File: src/rtl/mem_access_pkg.sv
// Shared MIPS package: memory-access FSM encoding, default timeout
// and the request legality helper.
package mem_access_pkg;

   typedef enum logic [1:0] {
      S_IDLE = 2'd0,
      S_REQ  = 2'd1,
      S_DONE = 2'd2
   } state_t;

   localparam int TIMEOUT_DEFAULT = 15;

   function automatic logic bad_req(
      input logic       rd,
      input logic       wr,
      input logic [1:0] lsb
   );
      return (rd & wr) | ((rd | wr) & (|lsb));
   endfunction

endpackage

File: src/rtl/mem_access.sv
// Word load/store sequencer for the MIPS memory stage: one request,
// abort on timeout, MDR holds the last loaded word.
module mem_access
   import mem_access_pkg::*;
#(
   parameter int TIMEOUT_CYCLES = TIMEOUT_DEFAULT
) (
   input  logic        clk,
   input  logic        rst_n,
   input  logic        start,
   input  logic        MemRead,
   input  logic        MemWrite,
   input  logic [31:0] ALUResult,
   input  logic [31:0] storeData,
   output logic [31:0] readData,
   output logic        busy,
   output logic        done,
   output logic        fault,
   output logic        mem_req,
   output logic        mem_we,
   output logic [31:0] mem_addr,
   output logic [31:0] mem_wdata,
   input  logic [31:0] mem_rdata,
   input  logic        mem_ack
);

   localparam int CW = $clog2(TIMEOUT_CYCLES + 1);
   localparam logic [CW-1:0] LAST = CW'(TIMEOUT_CYCLES - 1);

   state_t        r_state;
   logic [CW-1:0] r_cnt;

   always_ff @(posedge clk or negedge rst_n) begin
      if (!rst_n) begin
         r_state   <= S_IDLE;
         r_cnt     <= '0;
         readData  <= '0;
         busy      <= 1'b0;
         done      <= 1'b0;
         fault     <= 1'b0;
         mem_req   <= 1'b0;
         mem_we    <= 1'b0;
         mem_addr  <= '0;
         mem_wdata <= '0;
      end else begin
         done <= 1'b0;
         unique case (r_state)
            S_IDLE: begin
               if (start) begin
                  mem_addr  <= ALUResult;
                  mem_wdata <= storeData;
                  busy      <= 1'b1;
                  fault     <= 1'b0;
                  if (bad_req(MemRead, MemWrite, ALUResult[1:0])) begin
                     r_state <= S_DONE;
                     done    <= 1'b1;
                     fault   <= 1'b1;
                  end else if (!MemRead && !MemWrite) begin
                     r_state <= S_DONE;
                     done    <= 1'b1;
                  end else begin
                     r_state <= S_REQ;
                     r_cnt   <= '0;
                     mem_req <= 1'b1;
                     mem_we  <= MemWrite;
                  end
               end
            end
            S_REQ: begin
               if (mem_ack) begin
                  if (!mem_we) readData <= mem_rdata;
                  r_state <= S_DONE;
                  done    <= 1'b1;
                  mem_req <= 1'b0;
                  mem_we  <= 1'b0;
               end else begin
                  r_cnt <= r_cnt + 1'b1;
                  // last allowed cycle expired with no ack: abort
                  if (r_cnt == LAST) begin
                     r_state <= S_DONE;
                     done    <= 1'b1;
                     fault   <= 1'b1;
                     mem_req <= 1'b0;
                     mem_we  <= 1'b0;
                  end
               end
            end
            S_DONE: begin
               r_state <= S_IDLE;
               busy    <= 1'b0;
            end
            default: begin
               r_state <= S_IDLE;
               busy    <= 1'b0;
            end
         endcase
      end
   end

endmodule
File: config.mk
export PLATFORM = sky130hd
export DESIGN_NAME = mem_access
export DESIGN_NICKNAME = d
export VERILOG_FILES = /design/src/rtl/mem_access_pkg.sv /design/src/rtl/mem_access.sv
export SDC_FILE = /design/constraint.sdc
export NUM_CORES = 1
export LEC_CHECK = 0
export CAP_MARGIN = 25
export CORE_ASPECT_RATIO = 0.5
export CORE_MARGIN = 5
export CORE_UTILIZATION = 53
export DETAILED_ROUTE_END_ITERATION = 10
export DONT_BUFFER_PORTS = 1
export PLACE_DENSITY = 0.65
export SYNTH_ARGS = -nofsm -noshare
export SYNTH_HDL_FRONTEND = slang
export SYNTH_SLANG_ARGS = --single-unit
File: constraint.sdc
create_clock -name clk -period 4.2 [get_ports clk]
set_input_delay 0.84 -clock clk [delete_from_list [all_inputs] [get_ports clk]]
set_output_delay 0.84 -clock clk [all_outputs]
set_load 0.02 [all_outputs]
==> results of run 1 <==
per-stage QoR:
stage               area (sq um)  setup WS [ns]  hold WS (ns)  instances   util
floorplan                   4170           2.28         0.521        265      -
CTS                         4560           2.01         0.169        380  0.609
global route                4560           1.83         0.159        380  0.609
global placement            4250           1.84         0.547        364  0.568
finish                      4560           2.05         0.184        380  0.609
detailed placement          4250           1.78         0.546        364  0.568
per-layer routing:
metal | vias up | global-route usage | wire length, um | share of wire
li1 | 952 | - | - | -
met1 | 1074 | 0.180 | 2800 | 0.33
met2 | 117 | 0.304 | 4280 | 0.51
met3 | 9 | 0.115 | 1210 | 0.14
met4 | 0 | 0.0559 | 90 | 0.011
met5 | - | 0 | 0 | 0
report_power, final:
group          switching (mW)  internal [mW]
clock network           0.373          0.473
registers               0.585           1.32
logic                   0.127          0.243
total                    1.08           2.04
registers in the layout (all words and copies together) (netlist names):
signal     flops
mem_addr      32
mem_wdata     32
readData      32
r_cnt          4
r_state        2
busy           1
done           1
fault          1
mem_req        1
mem_we         1
cell usage after synthesis:
cell type,count
buf_2,6
o21ai_0,6
nand4_1,1
nor3b_2,1
nor3_1,2
a211oi_2,1
nor2_1,1
o21ba_2,1
nand3_1,3
nand2_1,8
nor2b_1,2
a21oi_1,2
inv_1,3
xor2_2,1
mux2_1,4
o21ai_1,1
inv_2,1
a21boi_1,2
a21o_1,1
or3_1,1
dfrtp_1,107
or4_1,2
ha_1,2
buf_6,3
o31ai_1,3
mux2_2,92
buf_4,2
a31oi_1,5
nor4b_4,1
cell families (layout without fill, tap and decap cells):
kind of cell | count (synthesis) | count (layout) | synth area share
muxes | 96 | 96 | 0.259
DFF | 107 | 107 | 0.642
adders and majority gates | 2 | 2 | 0.00600
xor gates and xnor gates | 1 | 1 | 0.00390
AOI/OAI and AO/OA | 22 | 22 | 0.0345
buffers and inverters | 15 | 22 | 0.0225
and+or+nand+nor | 22 | 22 | 0.0324
worst paths after layout:
kind                                   startpoint                       end  cells after the start
max reg2reg                r_state[1]$_DFFE_PN0P_        mem_we$_DFFE_PN0P_                      5
min reg2reg                  r_cnt[1]$_DFFE_PN0P_      r_cnt[1]$_DFFE_PN0P_                      2
min                                         rst_n  mem_wdata[9]$_DFFE_PN0P_                      0
max                        r_state[1]$_DFFE_PN0P_        mem_we$_DFFE_PN0P_                      5
min in group clk             r_cnt[1]$_DFFE_PN0P_      r_cnt[1]$_DFFE_PN0P_                      2
max in group asynchronous                   rst_n   readData[5]$_DFFE_PN0P_                      0
final cells by class:
cell class	count	area, sq um	area share
clock buffer	9	225	0.0494
timing repair buffer	2	15.0	0.00329
tap	108	135	0.0296
inverter	4	15.0	0.00329
multi-input combinational	143	1410	0.309
sequential	107	2680	0.587
clock inverter	7	85.1	0.0187
worst reg2reg max path: cells and delay by family (launching register included):
| family | cells | cell delay, ns |
|---|---|---|
| AOI/OAI and AO/OA | 1 | 0.08 |
| buffers and inverters | 1 | 0.66 |
| DFF | 1 | 0.53 |
| and+or+nand+nor | 3 | 0.76 |
==> run summary, run 1 <==
# DRC: 0
Setup crit end kind: flop
CP top delay family: simple AND/OR/NAND/NOR gates
Detailed Route WL: 8380 um
maximum VDD drop: 0.291 mV
final worst-path cycle share: 0.511
Max FO, Critical Path: 65
LEAKAGE: 1.92 nW
Mapped Cells: 265
CP peak stage delay: 0.66 ns
fillers: 574
Yosys warnings: 0
Tightest Pin Transition: 0.775 ns
CTS resizes: 0
HPWL after DPL: 6220 um
Chip Height: 72.7 um
cell area after synthesis: 4170 sq um
initial detailed-routing violation count: 91
unrepaired setup endpoints after global routing: no
grt total ovfl: 0
Final #Nets: 371
setup repair bufs after CTS: 0
Post-Syn Nets: 369
Critical Path, Cell by Cell: nor3b_4 > buf_4 > nand3_1 > nand3_1 > o21ai_0
Yosys top cell by area: dfrtp_1
most common cell after layout, fill and taps aside: dfrtp_1
die width: 135 um
Antenna Nets Post-Route: 0
CTS root buf: clkbuf_16
Setup crit start kind: flop
CP max-delay cell: buf_4
first-pass GRT wire length: 13200 um
vias per cell: 5.66
hold buffers post-CTS: 0
clock transition at the registers of the reported paths: 0.07 ns
Initial DRT Pass Iterations: 4
Final Hold Viols: 0
number of distinct library cells after synthesis: 29
Clk Latency, worst-skew pair: 0.34 ns
Arr. time, crit path: 2.36 ns
Cell Rows: 22
Worst EP required: 4.42 ns
Placeable Area: 7490 sq um
Critical Path Most Common Cell: nand3_1
HP Class: input pin to async pin
global placer's final weighted congestion: 0.794
Fmax: 0.466 GHz
layout cells sized above 1: 0.426
setup tns final: 0 ns
Max Clock Skew: 0.00589 ns
area grow syn2layout: 9.30%
vias in the first global route: 2393
Buffers on Ports: 0
Setup CP Type: flop to flop
largest net degree at the start of global routing: 108
status: completed
worst path bufs/invs: 1
# IOs: 203
clk sinks: 107
antenna violations before repair: 0
Total Power: 3.12 mW
CTS buffer count: 9
Die ar.: 9860 sq um
gr usage total: 0.178
n_diodes: 0
max_cap viols: 0
Avg Inst Size Synth: 15.7 sq um
area fraction of the dominant cell type after synthesis: 0.642
Max clock buf depth: 2
post-synthesis sequential area ratio: 0.642
final setup fails: 0
CTS tree: built
drt wl/cell: 22.1 um
Initial Utilization: 0.557
flops & latches, synth: 107
Min Clock Period, post-route: 2.15 ns
commonest non-fill, non-tap cells in the layout: 107 x dfrtp_1, 92 x mux2_2, 9 x clkbuf_16, 8 x nand2_1, 6 x o21ai_0
via count: 2152
max-slew violations: 0
synth top area cells: dfrtp_1 64%, mux2_2 25%, mux2_1 1.1%
max_slew headroom: 0.483
flop2flop setup slack: 2.05 ns
PwrDens: 685 nW/um^2
CTS H-tree depth: 3
Power figures use the tool's default switching activity.
==> run 2, diff against run 1 <==
==> constraint.sdc (replaced) <==
create_clock -name clk -period 2.2 [get_ports clk]
set_input_delay 0.44 -clock clk [delete_from_list [all_inputs] [get_ports clk]]
set_output_delay 0.44 -clock clk [all_outputs]
set_load 0.02 [all_outputs]
==> run 2 against run 1 <==
The flow now finishes with violations (negative hold slack); largest cell class unchanged; via count decreased by 0.46%; combinational power increased by 94%; register-to-register slack got worse by 1.6 ns; critical path type unchanged; die area unchanged; cell count increased by 0.26%; critical endpoint is now mem_wdata[11]$_DFFE_PN0P_.
==> run summary, run 2 (synthesis results as in run 1) <==
setup tns final: 0 ns (unchanged)
Max Clock Skew: 0.00580 ns (was 0.00589 ns)
CTS H-tree depth: 3 (unchanged)
Final #Nets: 372 (was 371)
max_slew headroom: 0.715 (was 0.483)
final worst-path cycle share: 0.791 (was 0.511)
Setup crit start kind: flop (unchanged)
unrepaired setup endpoints after global routing: no (unchanged)
grt total ovfl: 0 (unchanged)
antenna violations before repair: 0 (unchanged)
Setup CP Type: flop to flop (unchanged)
Chip Height: 72.7 um (unchanged)
Arr. time, crit path: 1.96 ns (was 2.36 ns)
commonest non-fill, non-tap cells in the layout: 107 x dfrtp_1, 92 x mux2_2, 9 x clkbuf_16, 8 x nand2_1, 6 x o21ai_0 (unchanged)
setup repair bufs after CTS: 0 (unchanged)
Placeable Area: 7490 sq um (unchanged)
hold slack final: -0.208 ns (was 0.184 ns)
vias per cell: 5.62 (was 5.66)
global placer's final weighted congestion: 0.782 (was 0.794)
CTS resizes: 0 (unchanged)
CTS root buf: clkbuf_16 (unchanged)
vias in the first global route: 2313 (was 2393)
Fmax: 0.574 GHz (was 0.466 GHz)
fillers: 555 (was 574)
Initial Utilization: 0.557 (unchanged)
largest registers: mem_addr (32), mem_wdata (32), readData (32) (unchanged)
gr usage total: 0.167 (was 0.178)
Worst EP required: 2.42 ns (was 4.42 ns)
grt met2 use: 0.282 (was 0.304)
HP Class: input pin to async pin (unchanged)
layout cells sized above 1: 0.429 (was 0.426)
Initial DRT Pass Iterations: 4 (unchanged)
Placement Cell Area: 4280 sq um (was 4250 sq um)
clock transition at the registers of the reported paths: 0.07 ns (about the same)
Detailed Route WL: 8200 um (was 8380 um)
drt wl/cell: 21.5 um (was 22.1 um)
largest net degree at the start of global routing: 108 (unchanged)
# IOs: 203 (unchanged)
Min Clock Period, post-route: 1.74 ns (was 2.15 ns)
CTS buffer count: 9 (unchanged)
Buffers on Ports: 0 (unchanged)
placed insts: 365 (was 364)
CTS tree: built (unchanged)
most common cell after layout, fill and taps aside: dfrtp_1 (unchanged)
Cell Rows: 22 (unchanged)
via count: 2142 (was 2152)
max_cap viols: 0 (unchanged)
grt met3 use: 0.109 (was 0.115)
maximum VDD drop: 0.480 mV (was 0.291 mV)
Tightest Pin Transition: 0.424 ns (was 0.775 ns)
status: finished with violations (was completed)
Max FO, Critical Path: 31 (was 65)
LEAKAGE: 1.95 nW (was 1.92 nW)
die width: 135 um (unchanged)
met1 GRT Util: 0.172 (was 0.180)
Antenna Nets Post-Route: 0 (unchanged)
Setup crit end kind: flop (unchanged)
clk sinks: 107 (unchanged)
first-pass GRT wire length: 12500 um (was 13200 um)
Final Cell Area: 4610 sq um (was 4560 sq um)
Critical Path, Cell by Cell: nor3b_4 > buf_4 > mux2_2 (was nor3b_4 > buf_4 > nand3_1 > nand3_1 > o21ai_0)
Layout Cells excl Fill: 381 (was 380)
# DRC: 0 (unchanged)
Die ar.: 9860 sq um (unchanged)
Max clock buf depth: 2 (unchanged)
PwrDens: 1310 nW/um^2 (was 685 nW/um^2)
gr busiest metal: met2 (unchanged)
max-slew violations: 0 (unchanged)
CP peak stage delay: 0.52 ns (was 0.66 ns)
HPWL after DPL: 6140 um (was 6220 um)
area grow syn2layout: 10.4% (was 9.30%)
Final Hold Viols: 107 (was 0)
Clk Latency, worst-skew pair: 0.33 ns (was 0.34 ns)
final setup fails: 0 (unchanged)
n_diodes: 0 (unchanged)
CP max-delay cell: dfrtp_1 (was buf_4)
initial detailed-routing violation count: 78 (was 91)
violated checks: negative hold slack
[run 2: changes by cell type in the layout (fill, tap and decap cells not counted)]
cell / change
clkinvlp_4: -2
buf_4: -1
inv_8: -2
clkinv_4: +2
bufinv_16: +1
buf_12: +2
clkinv_2: +1
[run 2: worst paths after layout]
check	from	end	slack, ns	cells after the start
worst min register to register	r_cnt[3]$_DFFE_PN0P_	r_cnt[3]$_DFFE_PN0P_	0.58	2
worst min-delay path	rst_n	mem_wdata[9]$_DFFE_PN0P_	-0.21	0
min in group clk	ALUResult[4]	mem_addr[4]$_DFFE_PN0P_	0.24	1
worst max register to register	r_state[1]$_DFFE_PN0P_	mem_wdata[11]$_DFFE_PN0P_	0.46	3
max in group asynchronous	rst_n	readData[29]$_DFFE_PN0P_	2.24	0
worst max-delay path	r_state[1]$_DFFE_PN0P_	mem_wdata[11]$_DFFE_PN0P_	0.46	3
[run 2: layout make-up]
type	instances	area, sq um	area share
clock buffers	9	225	0.0489
well taps	108	135	0.0293
clock inverters	7	100	0.0217
multi-input cells	143	1410	0.305
flip-flops and latches	107	2680	0.581
inverters	4	15.0	0.00326
repair buffers	3	47.5	0.0103
[run 2: power by group]
part | leakage (nW) | total, mW | internal (mW) | switching (mW)
logic | 0.516 | 0.716 | 0.472 | 0.244
registers | 1.27 | 3.64 | 2.53 | 1.11
clock network | 0.160 | 1.68 | 1.00 | 0.676
[run 2: per-layer routing]
metal / routed length (um) / part of all wire
met2: 4120 / 0.50
met1: 2840 / 0.35
met4: 82 / 0.010
met5: 0 / 0
met3: 1150 / 0.14
[run 2: critical path: cells and delay by family, from the launching register on]
| family | cells | cell delay, ns |
|---|---|---|
| flops | 1 | 0.52 |
| buf+inv | 1 | 0.40 |
| mux | 1 | 0.39 |
| simple gates | 1 | 0.31 |
[run 2: per-stage QoR]
stage	setup WS (ns)	hold WS [ns]	power [mW]	utilization
after detailed placement	0.471	0.147	4.43	0.572
after floorplan	0.572	0.144	4.16	-
final	0.459	-0.208	6.04	0.615
after global placement	0.527	0.147	4.38	0.572
after global routing	0.363	-0.239	6.34	0.615
after CTS	0.454	-0.227	6.13	0.615
==> run 3, diff against run 2 <==
--- a/config.mk
+++ b/config.mk
@@ -11,7 +11,7 @@
 export CORE_UTILIZATION = 53
 export DETAILED_ROUTE_END_ITERATION = 10
 export DONT_BUFFER_PORTS = 1
-export PLACE_DENSITY = 0.65
+export PLACE_DENSITY = 0.68
 export SYNTH_ARGS = -nofsm -noshare
 export SYNTH_HDL_FRONTEND = slang
 export SYNTH_SLANG_ARGS = --single-unit
==> constraint.sdc (replaced) <==
create_clock -name clk -period 1.4 [get_ports clk]
set_input_delay 0.28 -clock clk [delete_from_list [all_inputs] [get_ports clk]]
set_output_delay 0.28 -clock clk [all_outputs]
set_load 0.02 [all_outputs]
==> run 3 against run 2 <==
The flow finishes with violations (negative hold slack, negative setup slack); critical path depth grew 1; combinational power grew to 2.9 times the previous value; sequential share of layout area fell by 9.2 points; first-iteration DRC count increased by 18%; utilization increased by 12 points; cell count rose by 8.9%; worst hold slack got worse by 0.16 ns; count of clock-buffer cells in the layout increased by 2; wire length increased by 33%; design area up 19%; maximum frequency rose by 11%.
==> run summary, run 3 (synthesis results as in run 1) <==
status: finished with violations (unchanged)
violated checks: negative hold slack, negative setup slack (was negative hold slack)
area of the multi-input gates: 1840 sq um (was 1410 sq um)
Int Pwr: 6.88 mW (was 4.00 mW)
largest registers: mem_addr (32), mem_wdata (32), readData (32) (unchanged)
Die ar.: 9860 sq um (unchanged)
Post-Place Worst Slack: -0.139 ns (was 0.471 ns)
Final #Nets: 406 (was 372)
Max Clock Skew: 0.00618 ns (was 0.00580 ns)
layout cells sized above 1: 0.554 (was 0.429)
Sequential Area: 2680 sq um (about the same)
Placeable Area: 7490 sq um (unchanged)
Fmax: 0.638 GHz (was 0.574 GHz)
drt wl/cell: 26.2 um (was 21.5 um)
Max clock buf depth: 2 (unchanged)
unrepaired setup endpoints after global routing: yes (was no)
largest net degree at the start of global routing: 108 (unchanged)
area grow syn2layout: 31.4% (was 10.4%)
Initial Utilization: 0.557 (unchanged)
hold slack final: -0.372 ns (was -0.208 ns)
n_diodes: 0 (unchanged)
Switching Power: 3.55 mW (was 2.03 mW)
Min Clock Period, post-route: 1.57 ns (was 1.74 ns)
setup tns final: -10.84 ns (was 0 ns)
gr usage total: 0.189 (was 0.167)
max-slew violations: 0 (unchanged)
Placement Cell Area: 4450 sq um (was 4280 sq um)
maximum VDD drop: 0.758 mV (was 0.480 mV)
most common cell after layout, fill and taps aside: dfrtp_1 (unchanged)
Final Hold Viols: 107 (unchanged)
PwrDens: 1900 nW/um^2 (was 1310 nW/um^2)
Setup CP Type: flop to flop (unchanged)
first-pass GRT wire length: 14200 um (was 12500 um)
grt total ovfl: 0 (unchanged)
Worst EP required: 1.63 ns (was 2.42 ns)
max_slew headroom: 0.776 (was 0.715)
die width: 135 um (unchanged)
Max FO, Critical Path: 8 (was 31)
HP Class: input pin to async pin (unchanged)
Total Power: 10.4 mW (was 6.04 mW)
CTS H-tree depth: 3 (unchanged)
CTS root buf: clkbuf_16 (unchanged)
CTS tree: built (unchanged)
clock transition at the registers of the reported paths: 0.07 ns (about the same)
vias per cell: 5.77 (was 5.62)
clk sinks: 107 (unchanged)
Final Worst Setup Slack: -0.168 ns (was 0.459 ns)
# IOs: 203 (unchanged)
vias in the first global route: 2524 (was 2313)
LEAKAGE: 2.52 nW (was 1.95 nW)
sequential share of power: 0.557 (was 0.603)
Clk network pwr share: 0.242 (was 0.278)
CTS buffer count: 9 (unchanged)
# DRC: 0 (unchanged)
antenna violations before repair: 0 (unchanged)
Chip Height: 72.7 um (unchanged)
global placer's final weighted congestion: 0.856 (was 0.782)
Antenna Nets Post-Route: 0 (unchanged)
Detailed Route WL: 10900 um (was 8200 um)
Sw Share: 0.340 (was 0.337)
HPWL after DPL: 6570 um (was 6140 um)
fillers: 470 (was 555)
final setup fails: 99 (was 0)
initial detailed-routing violation count: 92 (was 78)
Buffers on Ports: 0 (unchanged)
Initial DRT Pass Iterations: 4 (unchanged)
Tightest Pin Transition: 0.336 ns (was 0.424 ns)
Clk Latency, worst-skew pair: 0.34 ns (was 0.33 ns)
Final Cell Area: 5480 sq um (was 4610 sq um)
part of the power in combinational logic: 0.201 (was 0.119)
Setup crit start kind: flop (unchanged)
Setup crit end kind: flop (unchanged)
Cell Rows: 22 (unchanged)
commonest non-fill, non-tap cells in the layout: 105 x dfrtp_1, 95 x mux2_4, 17 x buf_4, 16 x clkbuf_16 (was 107 x dfrtp_1, 92 x mux2_2, 9 x clkbuf_16, 8 x nand2_1, 6 x o21ai_0)
max_cap viols: 0 (unchanged)
Arr. time, crit path: 1.80 ns (was 1.96 ns)
final worst-path cycle share: 1.12 (was 0.791)
via count: 2396 (was 2142)
run 3: cell count changes in the layout (fill, tap and decap cells not counted), moves of 3 or more:
| cell | delta |
|---|---|
| clkinv_4 | -3 |
| nand2_1 | -4 |
| buf_12 | +4 |
| buf_4 | +16 |
| mux2_4 | +95 |
| buf_6 | +6 |
| mux2_1 | -4 |
| mux2_2 | -91 |
| nand2_2 | +4 |
| clkbuf_16 | +7 |
run 3: power groups by stage:
stage,clock network (mW),registers (mW),logic [mW]
2_1_floorplan,0,5.53,1.04
3_3_place_gp,0,5.77,1.24
3_5_place_dp,0,5.79,1.34
4_1_cts,2.58,5.76,1.57
5_1_grt,2.73,5.91,2.23
6_report,2.52,5.81,2.10
run 3: critical path, stage by stage (launching register included):
cell	delay [ns]
dfrtp_2	0.46
nor3b_4	0.26
buf_6	0.23
clkbuf_16	0.20
mux2_4	0.30
run 3: final timing paths:
| kind | from | end | slack [ns] | cells past startpoint |
|---|---|---|---|---|
| worst min register to register | r_cnt[1]$_DFFE_PN0P_ | r_cnt[1]$_DFFE_PN0P_ | 0.58 | 2 |
| worst max register to register | r_state[0]$_DFFE_PN0P_ | mem_addr[17]$_DFFE_PN0P_ | -0.17 | 4 |
| max in group asynchronous | rst_n | mem_wdata[0]$_DFFE_PN0P_ | 1.60 | 0 |
| min in group clk | ALUResult[9] | mem_addr[9]$_DFFE_PN0P_ | 0.08 | 1 |
| worst max-delay path | r_state[0]$_DFFE_PN0P_ | mem_addr[17]$_DFFE_PN0P_ | -0.17 | 4 |
| worst min-delay path | rst_n | mem_addr[13]$_DFFE_PN0P_ | -0.37 | 0 |
run 3: per-stage QoR:
stage | utilization | std cells
2_1_floorplan | - | 265
3_3_place_gp | 0.594 | 383
3_5_place_dp | 0.594 | 383
4_1_cts | 0.663 | 405
5_1_grt | 0.732 | 415
6_report | 0.732 | 415
run 3: what timing repair did:
item / in CTS / in global routing
hold endpoints to repair: 107 / 107
setup buffers: 5 / 3
resized for setup: 37 / 90
cloned: 2 / 9
pin swaps: 4 / 4
setup endpoints to repair: 100 / 104
run 3: layout make-up:
type                    instances  share of cell area
flip-flops and latches        107               0.489
multi-input cells             143               0.336
repair buffers                 37              0.0922
clock buffers                  11              0.0443
well taps                     108              0.0247
clock inverters                 5              0.0110
inverters                       4             0.00320
run 3: routing by layer:
layer / GRT usage / part of all wire
met1: 0.215 / 0.38
met2: 0.317 / 0.50
met3: 0.0902 / 0.11
met4: 0.0637 / 0.0096
met5: 0 / 0
